<file path="config.mk">
export PLATFORM = sky130hd
export DESIGN_NAME = uart_tx_fifo
export DESIGN_NICKNAME = d
export VERILOG_FILES = /design/src/rtl/uart_tx_fifo.sv
export SDC_FILE = /design/constraint.sdc
export NUM_CORES = 1
export LEC_CHECK = 0
export ABC_AREA = 1
export BUFFER_PORTS_ARGS = -buffer_cell sky130_fd_sc_hd__buf_2
export CAP_MARGIN = 20
export CORE_ASPECT_RATIO = 0.5
export CORE_MARGIN = 2
export CORE_UTILIZATION = 60
export DETAILED_ROUTE_END_ITERATION = 16
export GPL_ROUTABILITY_DRIVEN = 0
export PLACE_DENSITY = 0.79
export REMOVE_ABC_BUFFERS = 1
export SLEW_MARGIN = 20
export SYNTH_ARGS = -nofsm -noshare
export SYNTH_HDL_FRONTEND = slang
export SYNTH_SLANG_ARGS = --single-unit
</file>
<file path="constraint.sdc">
create_clock -name i_clk -period 2.5 [get_ports i_clk]
set_clock_uncertainty 0.15 [all_clocks]
set_input_delay 0.5 -clock i_clk [delete_from_list [all_inputs] [get_ports i_clk]]
set_output_delay 0.5 -clock i_clk [all_outputs]
set_load 0.1 [all_outputs]
</file>
<file path="src/rtl/uart_tx_fifo.sv">
// uart_tx_fifo: buffered UART transmitter.
//   Words are queued in a small FIFO through a valid/ready handshake. Each
//   word is sent LSB-first as one frame: a start bit, DATA_W data bits, an
//   optional even/odd parity bit, and 1 or 2 stop bits. Every bit lasts
//   CLKS_PER_BIT clocks.
// Ports:
//   i_clk, i_rst_n                 clock, asynchronous active-low reset
//   i_data, i_valid, o_ready       push side; a word is accepted when i_valid && o_ready
//   i_parity_en, i_parity_odd      parity insert / odd select, latched at frame start
//   i_stop2                        two stop bits, latched at frame start
//   o_data                         registered serial line, idle high
//   o_busy                         frame in progress or words still queued
//   o_level                        FIFO occupancy
module uart_tx_fifo #(
  parameter int CLKS_PER_BIT = 234,
  parameter int CNT_W        = 8,
  parameter int DATA_W       = 8,
  parameter int FIFO_DEPTH   = 4,
  localparam int LVL_W       = $clog2(FIFO_DEPTH) + 1
) (
  input  logic              i_clk,
  input  logic              i_rst_n,
  input  logic [DATA_W-1:0] i_data,
  input  logic              i_valid,
  output logic              o_ready,
  input  logic              i_parity_en,
  input  logic              i_parity_odd,
  input  logic              i_stop2,
  output logic              o_data,
  output logic              o_busy,
  output logic [LVL_W-1:0]  o_level
);

  localparam int AW = $clog2(FIFO_DEPTH);
  localparam int BW = $clog2(DATA_W);
  localparam logic [CNT_W-1:0] CNT_LAST = CNT_W'(CLKS_PER_BIT - 1);
  localparam logic [BW-1:0]    BIT_LAST = BW'(DATA_W - 1);
  localparam logic [LVL_W-1:0] LVL_FULL = LVL_W'(FIFO_DEPTH);

  typedef enum logic [2:0] {
    IDLE,
    START,
    DATA,
    PARITY,
    STOP
  } state_t;

  state_t state;

  // FIFO storage and bookkeeping
  logic [DATA_W-1:0] mem [FIFO_DEPTH];
  logic [AW-1:0]     wr_ptr;
  logic [AW-1:0]     rd_ptr;
  logic [LVL_W-1:0]  level;
  logic              push;
  logic              pop;
  logic [DATA_W-1:0] head;

  // Frame registers
  logic [CNT_W-1:0]  cnt;
  logic              cnt_last;
  logic [BW-1:0]     bit_idx;
  logic [DATA_W-1:0] shreg;
  logic              par_en;
  logic              par_bit;
  logic              stop2_q;
  logic              stop_idx;

  // A push while full is refused even if the FSM pops on the same edge,
  // because o_ready only looks at the registered level.
  assign o_ready  = (level != LVL_FULL);
  assign push     = i_valid && o_ready;
  assign pop      = (state == IDLE) && (level != '0);
  assign head     = mem[rd_ptr];
  assign o_level  = level;
  assign o_busy   = (state != IDLE) || (level != '0);
  assign cnt_last = (cnt == CNT_LAST);

  always_ff @(posedge i_clk) begin
    if (push) begin
      mem[wr_ptr] <= i_data;
    end
  end

  always_ff @(posedge i_clk or negedge i_rst_n) begin
    if (!i_rst_n) begin
      wr_ptr <= '0;
      rd_ptr <= '0;
      level  <= '0;
    end else begin
      if (push) wr_ptr <= wr_ptr + AW'(1);
      if (pop)  rd_ptr <= rd_ptr + AW'(1);
      case ({push, pop})
        2'b10:   level <= level + LVL_W'(1);
        2'b01:   level <= level - LVL_W'(1);
        default: level <= level;
      endcase
    end
  end

  // o_data is registered and always reflects the bit of the current state;
  // each transition loads the value of the bit being entered.
  always_ff @(posedge i_clk or negedge i_rst_n) begin
    if (!i_rst_n) begin
      state    <= IDLE;
      cnt      <= '0;
      bit_idx  <= '0;
      shreg    <= '0;
      par_en   <= 1'b0;
      par_bit  <= 1'b0;
      stop2_q  <= 1'b0;
      stop_idx <= 1'b0;
      o_data   <= 1'b1;
    end else begin
      if (state != IDLE) begin
        cnt <= cnt_last ? '0 : cnt + CNT_W'(1);
      end
      case (state)
        IDLE: begin
          o_data <= 1'b1;
          cnt    <= '0;
          if (pop) begin
            shreg   <= head;
            par_en  <= i_parity_en;
            par_bit <= (^head) ^ i_parity_odd;
            stop2_q <= i_stop2;
            o_data  <= 1'b0;
            state   <= START;
          end
        end
        START: begin
          if (cnt_last) begin
            o_data  <= shreg[0];
            shreg   <= shreg >> 1;
            bit_idx <= '0;
            state   <= DATA;
          end
        end
        DATA: begin
          if (cnt_last) begin
            if (bit_idx == BIT_LAST) begin
              if (par_en) begin
                o_data <= par_bit;
                state  <= PARITY;
              end else begin
                o_data   <= 1'b1;
                stop_idx <= 1'b0;
                state    <= STOP;
              end
            end else begin
              o_data  <= shreg[0];
              shreg   <= shreg >> 1;
              bit_idx <= bit_idx + BW'(1);
            end
          end
        end
        PARITY: begin
          if (cnt_last) begin
            o_data   <= 1'b1;
            stop_idx <= 1'b0;
            state    <= STOP;
          end
        end
        STOP: begin
          o_data <= 1'b1;
          if (cnt_last) begin
            if (stop2_q && !stop_idx) begin
              stop_idx <= 1'b1;
            end else begin
              state <= IDLE;
            end
          end
        end
        default: begin
          o_data <= 1'b1;
          state  <= IDLE;
        end
      endcase
    end
  end

endmodule
</file>
==> flow_metrics.env <==
export IMPL_antenna_found_initial=0
export IMPL_postSynth_asyncResetShare_pct=51.5
export IMPL_finalPower_uw=3160
export IMPL_cp_required_ns=1.85
export IMPL_rsz0062_at_grt="no"
export IMPL_drt_first_pass_iters=5
export IMPL_die_h_um=56.5
export IMPL_ctsHoldBuffers=0
export IMPL_antenna_left=0
export IMPL_fin_nets=424
export IMPL_placed_area_mm2=0.00350
export IMPL_start_util_pct=61.3
export IMPL_syn_inst=370
export IMPL_combPwrFrac_pct=22.6
export IMPL_wl_um=6660
export IMPL_drv_cap=0
export IMPL_synth_distinct_cells=33
export IMPL_cts_clk_slew_worst_paths_ns=0.08
export IMPL_antenna_cells=0
export IMPL_slew_viol_final=0
export IMPL_slew_headroom_pct=50.2
export IMPL_via_per_inst=5.28
export IMPL_syn_cell_area_mm2=0.00331
export IMPL_mostFrequentLayoutCell="nand2_1"
export IMPL_start_kind="flip-flop"
export IMPL_core_mm2=0.00540
export IMPL_cts_sinks=66
export IMPL_hold_path_class="in -> async"
export IMPL_cts_htree_levels=3
export IMPL_cts_path_max_buffers=2
export IMPL_ys_flop_type="dfrtp_1"
export IMPL_std_cell_rows=19
export IMPL_final_area_mm2=0.00374
export IMPL_arrival_ns=1.69
export IMPL_p_switching_uw=1030
export IMPL_rrSetupSlack_ns=0.21
export IMPL_clock_fmax_mhz=427
export IMPL_highest_layer="met4"
export IMPL_root_buffer="clkbuf_8"
export IMPL_hold_viol_final=0
export IMPL_grt_pass1_vias=2460
export IMPL_grt_max_degree=35
export IMPL_drt_iter0_markers=132
export IMPL_portBuffers=19
export IMPL_clk_latency_ns=0.36
export IMPL_io_pins=20
export IMPL_final_layout_size_suffix_gt1_share_pct=15.6
export IMPL_cts_tree="yes"
export IMPL_wl_met3_um=372
export IMPL_period_needed_ns=2.34
export IMPL_p_clk_share_pct=34.5
export IMPL_p_sw_share_pct=32.6
export IMPL_num_vias=2524
export IMPL_p_int_uw=2130
export IMPL_final_cell_mix="nand2_1 (130), inv_1 (39), dfrtp_1 (33)"
export IMPL_synth_seq_cells=66
export IMPL_cts_buffers=9
export IMPL_cts_setup_buffers=0
export IMPL_die_area_mm2=0.00616
export IMPL_ys_warn_count=0
export IMPL_critPathKind="reg -> out"
export IMPL_wl_met1_um=2810
export IMPL_drc=0
export IMPL_cp_end_kind="primary output"
export IMPL_fillers=399
export IMPL_leakagePower_uw=0.00181
export IMPL_tightest_slew_ns=0.748
export IMPL_synth_edf_count=32
export IMPL_met2_length_um=3350
export IMPL_finalCritPeriodShare_pct=93.7
export IMPL_p_seq_share_pct=42.9
export IMPL_cp_max_fo=6
export IMPL_wire_per_inst_um=13.9
export IMPL_power_density_mw_per_mm2=843
export IMPL_setup_violations=0
export IMPL_gr_total_overflow=0
export IMPL_max_vdd_ir_drop_mv=0.588
export IMPL_place_hpwl_um=4550
export IMPL_grtUsageTotal_pct=24.7
export IMPL_avgSynthCellArea_um2=8.94
export IMPL_seq_area_frac_synth_pct=54.8
export IMPL_area_delta_synth_final_pct=13.2
export IMPL_holdWs_ns=0.0513
export IMPL_grt_pass1_wl_um=11200
export IMPL_dieWidth_um=109
export IMPL_status="completed"
## power by group through the flow
stage	Combinational [µW]	Clock, µW	Sequential, µW
after global placement	676	0	1370
after CTS	718	1100	1350
final	713	1090	1350
after global routing	779	1150	1360
after floorplan	347	0	1540
after detailed placement	711	0	1370
## cell usage after synthesis, types with 4 or more instances
| cell type | number | share of area [%] |
|---|---|---|
| nand2_1 | 131 | 15 |
| inv_1 | 39 | 4.4 |
| dfrtp_1 | 33 | 25 |
| edfxtp_1 | 32 | 29 |
| nand3_1 | 28 | 4.2 |
| nor2_1 | 28 | 3.2 |
| o21ai_0 | 21 | 3.2 |
| ha_1 | 9 | 3.4 |
| a21oi_1 | 4 | 0.61 |
| inv_2 | 4 | 0.45 |
| nor2_4 | 4 | 1.4 |
| nor3_1 | 4 | 0.61 |
| xor2_1 | 4 | 1.1 |
## per-layer routing
layer / GRT usage, % / vias to the layer above
met4: 10.1 / 0
li1: - / 1242
met5: 0 / -
met3: 7.43 / 14
met1: 30.5 / 1211
met2: 40.9 / 57
## per-stage QoR
step	utilization, %	TNS [ns]	std cells	worst slack [ns]
5_1_grt	69.4	0	478	0.0807
3_5_place_dp	64.9	0	462	0.249
6_report	69.4	0	478	0.157
3_3_place_gp	64.9	0	462	0.399
4_1_cts	69.3	0	478	0.147
2_1_floorplan	-	-30.52	363	-1.20
## worst max-delay path: stages, from the launching register on
cell and delay [ns]:
dfrtp_1 0.47, nor2_4 0.24, nand2_4 0.11, nor2_4 0.18
inv_4 0.05, buf_2 0.29
## registers in the layout, summed over array words and instances (netlist names)
register / flops
stop2_q: 1
stop_idx: 1
cnt: 8
shreg: 8
o_level: 3
state: 3
bit_idx: 3
par_bit: 1
mem: 32
wr_ptr: 2
rd_ptr: 2
o_data: 1
par_en: 1
## final timing paths
path | end | startpoint | cells past startpoint
setup / recovery | o_busy | state[1] | 5
hold / removal | shreg[2] | i_rst_n | 1
setup reg to reg | o_level[2] | state[1] | 9
hold reg to reg | o_level[0] | o_level[0] | 1
max in group asynchronous | cnt[1] | i_rst_n | 1
min in group i_clk | mem[3][3] | i_data[3] | 1
## kinds of logic (layout without fill, tap and decap cells)
| family | Yosys count | after routing | synth area share, % |
|---|---|---|---|
| simple gates | 203 | 203 | 27.0 |
| flops | 66 | 66 | 54.8 |
| buf+inv | 52 | 87 | 6.58 |
| compound gates | 33 | 33 | 5.98 |
| fa+ha+maj | 10 | 10 | 4.01 |
| xor+xnor | 6 | 6 | 1.59 |
## repair_timing
item	4_1_cts	5_1_grt
endpoints found under the setup margin	0	1
resized for setup	0	1
endpoints found under the hold margin	0	0
## final cells by class
type	instances	area (µm²)	share of cell area [%]
clock inverter	7	118	3.14
clock buffer	9	124	3.31
inverter	45	173	4.61
timing repair buffer	26	148	3.94
sequential	66	1810	48.4
tap	73	91.3	2.44
multi-input combinational	252	1280	34.1
Note: power is estimated with default switching activity, not from simulation.
